===== src/rtl/fir_pkg.sv =====
// Shared FIR definitions: coefficient width, reset coefficient set, load FSM states.
// Also provides the stored-word count and index-width helpers used to size the coefficient banks.
package fir_pkg;

   localparam int COEF_W_DEF = 21;
   localparam int NDEF       = 8;

   localparam logic [COEF_W_DEF-1:0] DEFAULT [NDEF] = '{
      21'h0B0000, 21'h098000, 21'h090000, 21'h0D2000,
      21'h0C0000, 21'h086000, 21'h0A4000, 21'h08F000
   };

   typedef enum logic [1:0] {
      IDLE    = 2'd0,
      LOADING = 2'd1,
      PENDING = 2'd2
   } load_state_e;

   // A symmetric filter stores only the first half of the taps, rounded up.
   function automatic int nstore_calc(input int taps, input int symmetric);
      return (symmetric != 0) ? (taps + 1) / 2 : taps;
   endfunction

   function automatic int idx_width(input int n);
      return (n > 1) ? $clog2(n) : 1;
   endfunction

endpackage


===== src/rtl/banco_coeficientes_if.sv =====
// Coefficient bank bus: tap read port, host load stream and frame-boundary swap handshake.
// master = FIR controller/host side, slave = coefficient bank.
interface banco_coeficientes_if
   import fir_pkg::*;
#(
   parameter int COEF_W = COEF_W_DEF,
   parameter int TAPS   = 8
);
   localparam int AW = $clog2(TAPS);

   logic              rd_en;
   logic [AW-1:0]     contador_arriba;
   logic [COEF_W-1:0] coeficiente;
   logic              coef_valid;
   logic              load_valid;
   logic [COEF_W-1:0] load_data;
   logic              load_ready;
   logic              load_abort;
   logic              swap_req;
   logic              swap_done;
   logic              bank_sel;

   modport master (
      output rd_en, contador_arriba, load_valid, load_data, load_abort, swap_req,
      input  coeficiente, coef_valid, load_ready, swap_done, bank_sel
   );

   modport slave (
      input  rd_en, contador_arriba, load_valid, load_data, load_abort, swap_req,
      output coeficiente, coef_valid, load_ready, swap_done, bank_sel
   );

endinterface


===== src/rtl/cargador_coeficientes.sv =====
// Load FSM for the shadow bank: sequences write indices and arms the bank swap once a set is complete.
// Zero-latency strobes; load_ready drops while a completed set waits for swap_req.
module cargador_coeficientes
   import fir_pkg::*;
#(
   parameter int NSTORE = 8,
   parameter int SW     = idx_width(NSTORE)
) (
   input  logic          clk,
   input  logic          rst,
   input  logic          load_valid,
   input  logic          load_abort,
   input  logic          swap_req,
   output logic          load_ready,
   output logic          wr_en,
   output logic [SW-1:0] wr_idx,
   output logic          swap
);
   localparam logic [SW-1:0] LAST_IDX = SW'(NSTORE - 1);

   load_state_e   state_q, state_d;
   logic [SW-1:0] idx_q, idx_d;
   logic          accept;

   always_ff @(posedge clk or posedge rst) begin
      if (rst) begin
         state_q <= IDLE;
         idx_q   <= '0;
      end else begin
         state_q <= state_d;
         idx_q   <= idx_d;
      end
   end

   // Abort has priority over both an accept and a swap in every state.
   always_comb begin
      accept  = load_valid && (state_q != PENDING);
      state_d = state_q;
      idx_d   = idx_q;
      if (load_abort) begin
         state_d = IDLE;
         idx_d   = '0;
      end else begin
         case (state_q)
            IDLE, LOADING: begin
               if (accept) begin
                  if (idx_q == LAST_IDX) begin
                     state_d = PENDING;
                  end else begin
                     state_d = LOADING;
                     idx_d   = idx_q + 1'b1;
                  end
               end
            end
            PENDING: begin
               if (swap_req) begin
                  state_d = IDLE;
                  idx_d   = '0;
               end
            end
            default: begin
               state_d = IDLE;
               idx_d   = '0;
            end
         endcase
      end
   end

   always_comb begin
      load_ready = (state_q != PENDING);
      wr_en      = load_ready && load_valid && !load_abort;
      wr_idx     = idx_q;
      swap       = (state_q == PENDING) && swap_req && !load_abort;
   end

endmodule


===== src/rtl/banco_coeficientes.sv =====
// Double-buffered FIR coefficient store: MAC reads the active bank, host fills the shadow bank.
// Read latency 1 cycle; load_ready low while a full set awaits swap_req, bank flip takes effect next cycle.
module banco_coeficientes
   import fir_pkg::*;
#(
   parameter int COEF_W    = COEF_W_DEF,
   parameter int TAPS      = 8,
   parameter int SYMMETRIC = 0
) (
   input  logic                clk,
   input  logic                rst,
   banco_coeficientes_if.slave bus
);
   localparam int AW     = $clog2(TAPS);
   localparam int NSTORE = nstore_calc(TAPS, SYMMETRIC);
   localparam int SW     = idx_width(NSTORE);

   logic              wr_en;
   logic              swap;
   logic [SW-1:0]     wr_idx;
   logic              shadow_sel;

   logic [COEF_W-1:0] bank_q [2][NSTORE];
   logic [COEF_W-1:0] bank_d [2][NSTORE];
   logic              bank_sel_q, bank_sel_d;
   logic              swap_done_q, swap_done_d;
   logic              coef_valid_q, coef_valid_d;
   logic [COEF_W-1:0] coef_q, coef_d;

   logic [AW-1:0]     rd_addr;
   logic [31:0]       addr_w, mirror_w, eff_w;
   logic              in_range;
   logic [SW-1:0]     rd_idx;

   cargador_coeficientes #(
      .NSTORE (NSTORE),
      .SW     (SW)
   ) u_cargador (
      .clk        (clk),
      .rst        (rst),
      .load_valid (bus.load_valid),
      .load_abort (bus.load_abort),
      .swap_req   (bus.swap_req),
      .load_ready (bus.load_ready),
      .wr_en      (wr_en),
      .wr_idx     (wr_idx),
      .swap       (swap)
   );

   // In symmetric mode the upper half of the taps folds onto the lower half.
   always_comb begin
      rd_addr  = bus.contador_arriba;
      addr_w   = 32'(rd_addr);
      mirror_w = 32'(TAPS - 1) - addr_w;
      in_range = addr_w < 32'(TAPS);
      eff_w    = ((SYMMETRIC != 0) && (mirror_w < addr_w)) ? mirror_w : addr_w;
      rd_idx   = SW'(eff_w);
   end

   // Reads use the pre-swap bank_sel, so a read in the swap cycle still sees the old set.
   always_comb begin
      shadow_sel = ~bank_sel_q;
      bank_d     = bank_q;
      if (wr_en) begin
         bank_d[shadow_sel][wr_idx] = bus.load_data;
      end
      bank_sel_d   = bank_sel_q ^ swap;
      swap_done_d  = swap;
      coef_valid_d = bus.rd_en;
      coef_d       = coef_q;
      if (bus.rd_en) begin
         coef_d = in_range ? bank_q[bank_sel_q][rd_idx] : '0;
      end
   end

   always_ff @(posedge clk or posedge rst) begin
      if (rst) begin
         for (int b = 0; b < 2; b++) begin
            for (int i = 0; i < NSTORE; i++) begin
               bank_q[b][i] <= COEF_W'(DEFAULT[i % NDEF]);
            end
         end
         bank_sel_q   <= 1'b0;
         swap_done_q  <= 1'b0;
         coef_valid_q <= 1'b0;
         coef_q       <= '0;
      end else begin
         bank_q       <= bank_d;
         bank_sel_q   <= bank_sel_d;
         swap_done_q  <= swap_done_d;
         coef_valid_q <= coef_valid_d;
         coef_q       <= coef_d;
      end
   end

   assign bus.coeficiente = coef_q;
   assign bus.coef_valid  = coef_valid_q;
   assign bus.swap_done   = swap_done_q;
   assign bus.bank_sel    = bank_sel_q;

endmodule


===== src/flat_wrapper.sv =====
// flat-port wrapper written by rule: the top's interface ports become plain ports
module banco_coeficientes_flat import fir_pkg::*;
#(
   parameter int COEF_W    = COEF_W_DEF,
   parameter int TAPS      = 8,
   parameter int SYMMETRIC = 0
)
  (clk, rst, bus_rd_en, bus_contador_arriba, bus_load_valid, bus_load_data, bus_load_abort, bus_swap_req, bus_coeficiente, bus_coef_valid, bus_load_ready, bus_swap_done, bus_bank_sel);
  banco_coeficientes_if #(.COEF_W(COEF_W), .TAPS(TAPS)) bus_i ();
  input  logic clk;
  input  logic rst;
  input wire logic [$bits(bus_i.rd_en)-1:0] bus_rd_en;
  input wire logic [$bits(bus_i.contador_arriba)-1:0] bus_contador_arriba;
  input wire logic [$bits(bus_i.load_valid)-1:0] bus_load_valid;
  input wire logic [$bits(bus_i.load_data)-1:0] bus_load_data;
  input wire logic [$bits(bus_i.load_abort)-1:0] bus_load_abort;
  input wire logic [$bits(bus_i.swap_req)-1:0] bus_swap_req;
  output wire logic [$bits(bus_i.coeficiente)-1:0] bus_coeficiente;
  output wire logic [$bits(bus_i.coef_valid)-1:0] bus_coef_valid;
  output wire logic [$bits(bus_i.load_ready)-1:0] bus_load_ready;
  output wire logic [$bits(bus_i.swap_done)-1:0] bus_swap_done;
  output wire logic [$bits(bus_i.bank_sel)-1:0] bus_bank_sel;
  assign bus_i.rd_en = bus_rd_en;
  assign bus_i.contador_arriba = bus_contador_arriba;
  assign bus_i.load_valid = bus_load_valid;
  assign bus_i.load_data = bus_load_data;
  assign bus_i.load_abort = bus_load_abort;
  assign bus_i.swap_req = bus_swap_req;
  assign bus_coeficiente = bus_i.coeficiente;
  assign bus_coef_valid = bus_i.coef_valid;
  assign bus_load_ready = bus_i.load_ready;
  assign bus_swap_done = bus_i.swap_done;
  assign bus_bank_sel = bus_i.bank_sel;
  banco_coeficientes #(.COEF_W(COEF_W), .TAPS(TAPS), .SYMMETRIC(SYMMETRIC)) u_core (.clk(clk), .rst(rst), .bus(bus_i));
endmodule

===== config.mk =====
export PLATFORM = sky130hd
export DESIGN_NAME = banco_coeficientes_flat
export DESIGN_NICKNAME = d
export VERILOG_FILES = /design/src/rtl/fir_pkg.sv /design/src/rtl/banco_coeficientes_if.sv /design/src/rtl/cargador_coeficientes.sv /design/src/rtl/banco_coeficientes.sv /design/src/flat_wrapper.sv
export SDC_FILE = /design/constraint.sdc
export NUM_CORES = 1
export LEC_CHECK = 0
export CORE_UTILIZATION = 50
export CTS_CLUSTER_DIAMETER = 100
export DETAILED_ROUTE_END_ITERATION = 8
export PLACE_DENSITY = 0.65
export SKIP_CTS_REPAIR_TIMING = 1
export SYNTH_ARGS = -nofsm -noshare
export SYNTH_HDL_FRONTEND = slang
export SYNTH_SLANG_ARGS = --single-unit

===== constraint.sdc =====
create_clock -name clk -period 38.2 [get_ports clk]
set_input_delay 11.46 -clock clk [delete_from_list [all_inputs] [get_ports clk]]
set_output_delay 11.46 -clock clk [all_outputs]
set_load 0.01 [all_outputs]

* Yosys cells after proc, flatten, opt, wreduce, memory -nomap -nowiden *
Index checks and enable logic that the tools add are counted.

word-level totals
  output and inout port bits = 25
  input port bits = 30
  flip-flop bits (word level) = 365
  logic and storage cells = 74

operators by class
  mux-type cells = 21
  order comparisons = 6
  reductions and logical operators = 11
  add/subtract/negate cells = 1
  eq/ne operators = 7
  bitwise gates (word level) = 6

operator list
  cell                                                                          count
  168-bit 2-to-1 mux                                                            4
  336-bit bitwise mux                                                           1
  168-bit demux with 1-bit select                                               1
  21-bit binary-select mux with 3-bit select                                    1
  21-bit demux with 3-bit select                                                1
  21-bit 2-to-1 mux                                                             3
  3-bit 2-to-1 mux                                                              4
  3-bit inequality test, second input constant                                  3
  4-bit greater-or-equal comparator, second input constant                      2
  2-bit 2-to-1 mux                                                              4
  3-bit inverter with 4-bit output                                              2
  1-bit logical AND                                                             6
  3-bit case mux with 2 select lines                                            1
  2-bit greater-or-equal comparator, second input constant                      2
  4-bit by 1-bit less-than comparator with 1-bit output, second input constant  1
  1-bit inverter with 2-bit output                                              2
  2-bit case mux with 2 select lines                                            1
  3-bit by 1-bit adder with 3-bit output, second input constant                 1
  3-bit == test, second input constant                                          1
  3-bit AND reduction                                                           1
  2-bit by 1-bit == test with 1-bit output, second input constant               1
  2-bit == test, second input constant                                          1
  2-bit zero test                                                               1
  2-bit by 1-bit less-than comparator with 1-bit output, second input constant  1
  6 further kinds                                                               6

* Depth between registers and ports, before layout *
Gate-level depths: netlist of the first run.

  depth after elaboration = 8
  gate-level depth with buffers = 6

* Modules after synthesis *
A second synthesis of the first run with hierarchy kept.

unflattened totals
  cells, all modules = 1004
  area, all modules = 16653.5 um^2

modules (own cells, without submodules)
  module                 sequential area each (um^2)  area each (um^2)  cells an instance  times used
  banco_coeficientes     9071.2                       16370.7           980                1
  cargador_coeficientes  125.1                        282.8             24                 1

* Worst setup path after synthesis of the first run *
No wires, ideal clock.

  path kind = input port to flip-flop
  start = input bus_contador_arriba[1]
  end = register u_core.coef_q[2], in the netlist u_core.bus.coeficiente[2]
  stages on the path = 6
  data arrival time = 12.787 ns
  setup slack = 25.276 ns
  path buffers = 2
  required time = 38.063 ns
  path through = buf_4 > buf_2 > mux4_2 > mux2_2 > o22ai_1 > a21oi_1

on the way
  longest elaborated chain between the ends = 4

RTL lines
  what                                                    RTL line                  text
  start: declaration                                      flat_wrapper.sv:13        input wire logic [$bits(bus_i.contador_arriba)-1:0] bus_contador_arriba;
  3-bit inverter with 4-bit output (not written as such)  banco_coeficientes.sv:72  coef_d = in_range ? bank_q[bank_sel_q][rd_idx] : '0;
  21-bit binary-select mux with 3-bit select              banco_coeficientes.sv:72
  21-bit 2-to-1 mux (not written as such) (2 in a row)    banco_coeficientes.sv:72
  end signal: assignment                                  banco_coeficientes.sv:92  coef_q <= coef_d;
  end: declaration                                        banco_coeficientes.sv:28  logic [COEF_W-1:0] coef_q, coef_d;

No other way between the ends. The select of a mux whose other input is x is not followed.
A chain may end at the register's enable or synchronous reset.

==> summary.txt, run 1 <==
Setup path
  • Worst path required time: 38.73 ns
  • R2R setup slack: 35.90 ns
  • Number of cells on the worst reg-to-reg path: 5
  • Crit Path Category: primary input to asynchronous set/reset pin
  • Slowest CP cell: buf_4
  • Crit path arrival time: 14.24 ns
  • Delay of the slowest critical-path stage: 0.82 ns
  • R2r startpoint: u_core.u_cargador.state_q[0]
  • Crit path top cell by count: buf_4
  • CP max FO: 88
  • Worst setup SP type: primary input
  • CP Capture Type: asynchronous set/reset pin
  • Worst setup path start: rst
  • Reg-to-Reg End: u_core.bank_q[293]
  • CP endpoint: u_core.bank_q[215]
  • Cell chain of the critical path: clkdlybuf4s50_1 > inv_8 > buf_4 > buf_4

Worst hold path
  • Hold path depth: 1
  • Worst Hold Class: flip-flop to flip-flop

Floorplanning
  • Chip Height: 182 µm
  • Row Count: 65
  • Die W: 182 µm
  • IO Count: 55
  • Core area: 31800 µm²
  • Initial core utilization: 51.1%
  • DIE AREA: 33200 µm²

Finish
  • Most common cell after layout, fill and taps aside: mux2_2
  • Most frequent cells in the layout: mux2_2, dfrtp_1, mux4_2
  • Share of layout cells above drive strength 1: 55.6%
  • Net count, final: 1063
  • Area growth, synth to finish: 13.9%

Power
  • Worst vdd ir: 0.0524 mV
  • P_leak: 0.00845 µW
  • Logic pwr share: 17.5%
  • Sw Share: 24.7%
  • Total Power: 1100 µW
  • Clock network fraction of total power: 36.6%
  • P_sw: 272 µW
  • Internal power: 831 µW
  • P per Cell Area: 59.6 nW/µm²
  • Reg power frac: 45.9%

STA
  • Post-route minimum period: 13.71 ns
  • Tightest Pin Transition: 1.04 ns
  • Fin crit share: 35.9%
  • Skew final: 0.0200 ns
  • Slew margin rel.: 30.7%
  • Final Max Slew Viols: 0
  • Final Setup Violations: 0
  • Setup WS post-layout: 24.49 ns
  • Hold Vio Cnt, Final: 0
  • Final setup TNS: 0 ns
  • Unrepaired setup endpoints after global routing: no
  • FMAX: 72.9 MHz

Placement
  • HPWL after DPL: 21.1 mm
  • Worst slack, placed: 23.75 ns
  • GPL Wtd Cong: 0.710
  • IO buf count: 54

Clock network
  • Sink Count: 365
  • Clock transition at path regs: 0.06 ns
  • TritonCTS clock tree: built
  • Cts bufs inserted: 39
  • Clk Latency, worst-skew pair: 0.53 ns
  • Clk root buf: clkbuf_16
  • CTS max path bufs: 3
  • Htree depth: 2

Route
  • Vias/cell: 5.94
  • Drt total wl: 37.8 mm
  • # DRC: 0
  • TritonRoute pass-1 iters: 4
  • Post-route ant nets: 0
  • Initial detailed-routing violation count: 505
  • Routed length per instance: 25.2 µm
  • DR vias: 8902

Logic synthesis
  • Post-synthesis cell count: 997
  • Synth Area per Inst: 16.3 µm²
  • Post-synth top area cell: dfrtp_1
  • Mapped Area: 16200 µm²
  • Synth warn: 0
  • Yosys reg bits: 365
  • Largest cells by area after synthesis: dfrtp_1, mux2_2, mux4_2
  • Post-synthesis sequential area ratio: 56.6%
  • Yosys cell types: 32
  • Post-Syn Nets: 1029
  • Yosys top cell area share: 48.5%

Global routing
  • Overall Global Routing Usage: 24.0%
  • First-pass GRT wire length: 59.3 mm
  • Total congestion overflow: 0
  • Initial antenna violation count: 3
  • Largest net degree at the start of global routing: 89
  • Vias in the first global route: 9610

Run
  • Max_cap viols: 0

Run status
  • Outcome: completed
-- worst max-delay path: cells and delay by family --
family / cells / cell delay (ns)
buffers and inverters: 4 / 2.63
-- layout make-up --
| class | count | area, µm² |
|---|---|---|
| fill | 2478 | 13300 |
| timing repair buffer | 79 | 713 |
| clock buffer | 56 | 1150 |
| inverter | 3 | 18.8 |
| multi-input combinational | 543 | 6640 |
| tap | 435 | 544 |
| clock inverter | 15 | 240 |
| antenna | 2 | 5.00 |
| sequential | 365 | 9200 |
-- stage by stage --
step / instances / hold slack (ns) / util, % / area (µm²)
CTS: 1496 / 0.493 / 58.2 / 18500
floorplan: 997 / 0.459 / - / 16200
global route: 1496 / 0.510 / 58.2 / 18500
global placement: 1425 / 0.468 / 53.8 / 17100
finish: 1498 / 0.495 / 58.2 / 18500
detailed placement: 1425 / 0.480 / 53.8 / 17100
-- per-layer routing --
| layer | vias up | global-route usage (%) | wire length, µm |
|---|---|---|---|
| met5 | - | 0 | 13 |
| met4 | 2 | 6.02 | 656 |
| met3 | 56 | 4.61 | 2510 |
| met2 | 189 | 36.1 | 17100 |
| met1 | 4837 | 36.0 | 17500 |
| li1 | 3818 | - | - |
-- worst min path at each step --
stage,from,end
floorplan,u_core.bank_q[71],u_core.bank_q[71]
global placement,u_core.bank_q[24],u_core.bank_q[24]
detailed placement,u_core.bank_q[24],u_core.bank_q[24]
CTS,u_core.bank_q[24],u_core.bank_q[24]
global route,u_core.bank_q[54],u_core.bank_q[54]
finish,u_core.bank_q[71],u_core.bank_q[71]
-- state kept, by name, summed over array words and instances (netlist names) --
| name | count |
|---|---|
| u_core.u_cargador.state_q | 2 |
| u_core.bus.coeficiente | 21 |
| u_core.bank_q | 336 |
| u_core.bus.coef_valid | 1 |
| u_core.bus.swap_done | 1 |
| u_core.u_cargador.wr_idx | 3 |
| u_core.bus.bank_sel | 1 |
-- synth_stat cells --
cell,count
mux4_2,84
nor3_1,5
a22o_1,2
nand4bb_4,1
mux2_4,4
or3_1,7
nand2b_2,1
a21oi_1,21
buf_2,43
buf_4,2
or4_4,3
a2111oi_0,1
dfstp_2,50
mux2_2,345
ha_1,2
inv_1,3
dfrtp_1,315
mux2_1,9
o22a_1,1
o22ai_1,42
nand2b_1,2
nor3b_1,2
clkbuf_1,35
or2_2,1
nor4_1,1
xor2_1,1
o31a_1,1
buf_6,6
nand4b_4,1
nor2_1,2
nand2_1,3
nor2b_1,1
-- power groups by stage --
| stage | Sequential (µW) | Clock, µW | Combinational (µW) |
|---|---|---|---|
| floorplan | 502 | 0 | 134 |
| global placement | 511 | 0 | 190 |
| detailed placement | 512 | 0 | 195 |
| CTS | 507 | 412 | 195 |
| global route | 515 | 429 | 208 |
| finish | 507 | 404 | 193 |
-- cells by family after synthesis --
| logic type | count (synthesis) | synth area share, % |
|---|---|---|
| muxes | 442 | 36.5 |
| buffers and inverters | 89 | 2.71 |
| AOI/OAI and AO/OA | 68 | 2.53 |
| xor gates and xnor gates | 1 | 0.0539 |
| and+or+nand+nor | 30 | 1.40 |
| adders and majority gates | 2 | 0.154 |
| DFF | 365 | 56.6 |
Power figures use the tool's default switching activity.
==> run 2, diff against run 1 <==
PLACE_DENSITY = 0.68   (was 0.65)
clock period = 11.74 ns   (was 38.2 ns; I/O delays follow)
==> summary.txt, run 2 (synthesis results as in run 1) <==
Power
  • Logic pwr share: 18.2%
  • Sw Share: 24.9%
  • Reg power frac: 47.9%
  • Worst vdd ir: 0.143 mV
  • P_sw: 860 µW
  • Clock network fraction of total power: 34.0%
  • Internal power: 2590 µW
  • P per Cell Area: 188 nW/µm²
  • P_leak: 0.00835 µW

Route
  • TritonRoute pass-1 iters: 5
  • Post-route ant nets: 0
  • Initial detailed-routing violation count: 512
  • # DRC: 0
  • Routed length per instance: 24.7 µm
  • DR vias: 8987
  • Vias/cell: 6.02
  • Drt total wl: 36.9 mm

STA
  • FMAX: 175 MHz
  • Final setup TNS: 0 ns
  • Fin crit share: 48.8%
  • Hold Vio Cnt, Final: 0
  • Tightest Pin Transition: 1.10 ns
  • Unrepaired setup endpoints after global routing: no
  • Slew margin rel.: 26.2%
  • Skew final: 0.0140 ns
  • Final Setup Violations: 0
  • Post-route minimum period: 5.73 ns
  • Final Max Slew Viols: 0

Clock network
  • CTS max path bufs: 3
  • Clock transition at path regs: 0.06 ns
  • Htree depth: 2
  • Clk root buf: clkbuf_16
  • Cts bufs inserted: 39
  • TritonCTS clock tree: built
  • Sink Count: 365
  • Clk Latency, worst-skew pair: 0.52 ns

Global routing
  • Initial antenna violation count: 2
  • First-pass GRT wire length: 59.0 mm
  • Overall Global Routing Usage: 23.6%
  • Largest net degree at the start of global routing: 77
  • Total congestion overflow: 0
  • Vias in the first global route: 9751

Finish
  • Antenna Cells: 0
  • Sequential Area: 9200 µm²
  • Fin cells: 1493
  • Net count, final: 1063
  • Most frequent cells in the layout: mux2_2, dfrtp_1, mux4_2
  • Area growth, synth to finish: 12.8%
  • Fillers: 2472
  • Share of layout cells above drive strength 1: 54.5%
  • Max FFs per register: 336
  • Multi-input combinational cell area: 6640 µm²
  • Most common cell after layout, fill and taps aside: mux2_2
  • Top reg by flops: u_core.bank_q

Setup path
  • Reg-to-Reg End: u_core.bank_q[1]
  • R2R setup slack: 9.11 ns
  • CP max FO: 30
  • Top Family by Delay on Critical Path: buffers and inverters
  • Slowest CP cell: buf_4
  • Worst path bufs/invs: 3
  • Delay of the slowest critical-path stage: 0.56 ns
  • R2r startpoint: u_core.u_cargador.wr_idx[2]
  • Cell chain of the critical path: buf_4 > buf_4 > buf_4 > mux4_2 > mux2_2 > o22ai_1 > a21oi_1
  • Crit path top cell by count: buf_4
  • Worst setup SP type: primary input
  • CP Capture Type: flip-flop
  • Number of cells on the worst reg-to-reg path: 4
  • Crit Path Category: primary input to flip-flop
  • Worst path required time: 12.12 ns
  • Crit path arrival time: 6.11 ns

Floorplanning
  • IO Count: 55
  • Initial core utilization: 51.1%
  • Row Count: 65
  • DIE AREA: 33200 µm²
  • Chip Height: 182 µm
  • Core area: 31800 µm²
  • Die W: 182 µm

Worst hold path
  • Hold EP: u_core.bank_q[24]
  • Min-delay src: u_core.bank_q[24]
  • Hold path depth: 1
  • Worst Hold Class: flip-flop to flip-flop

Placement
  • HPWL after DPL: 21.6 mm
  • IO buf count: 54
  • Placed Cells: 1425
  • GPL Wtd Cong: 0.721

Run status
  • Outcome: completed

Run
  • Max_cap viols: 0
==> run 2: changes by cell type in the layout (fill, tap and decap cells not counted), sizes merged <==
| cell | previous run | this run |
|---|---|---|
| clkbuf | 56 | 64 |
| clkinvlp | 0 | 1 |
| inv | 4 | 2 |
| clkinv | 8 | 3 |
| bufinv | 6 | 1 |
| diode | 2 | 0 |
==> run 2: final cells by class <==
cell class              count  share of cell area, %
clock buffers              64                   6.40
clock inverters             4                  0.246
inverters                   3                 0.0819
multi-input cells         543                   36.2
flip-flops and latches    365                   50.2
well taps                 435                   2.97
repair buffers             79                   3.89
==> run 2: worst max-delay path by stage <==
stage	start	end	cells past startpoint
CTS	bus_contador_arriba[1]	u_core.bus.coeficiente[7]	7
global route	rst	u_core.bank_q[312]	4
floorplan	rst	u_core.bank_q[0]	1
detailed placement	bus_contador_arriba[1]	u_core.bus.coeficiente[2]	7
global placement	bus_contador_arriba[1]	u_core.bus.coeficiente[0]	7
finish	bus_contador_arriba[1]	u_core.bus.coeficiente[2]	7
==> run 2: power by group through the flow <==
stage	Clock [µW]	Combinational (µW)	Sequential, µW
finish	1170	627	1650
global route	1250	676	1680
CTS	1200	633	1650
detailed placement	0	632	1670
global placement	0	618	1660
floorplan	0	435	1640
==> run 2: per-layer routing <==
layer / track usage, % / wire length (µm)
met1: 35.0 / 17400
met2: 36.3 / 17000
met3: 4.39 / 1740
met4: 5.71 / 680
met5: 0 / 14
==> run 2: stage by stage <==
stage | total power [µW] | setup WS, ns | hold slack [ns] | utilization, % | cell area (µm²)
finish | 3450 | 6.01 | 0.491 | 57.6 | 18300
CTS | 3480 | 5.96 | 0.496 | 57.6 | 18300
global route | 3610 | 5.77 | 0.508 | 57.6 | 18300
global placement | 2280 | 5.42 | 0.470 | 53.8 | 17100
floorplan | 2070 | 3.36 | 0.459 | - | 16300
detailed placement | 2300 | 5.41 | 0.482 | 53.8 | 17100
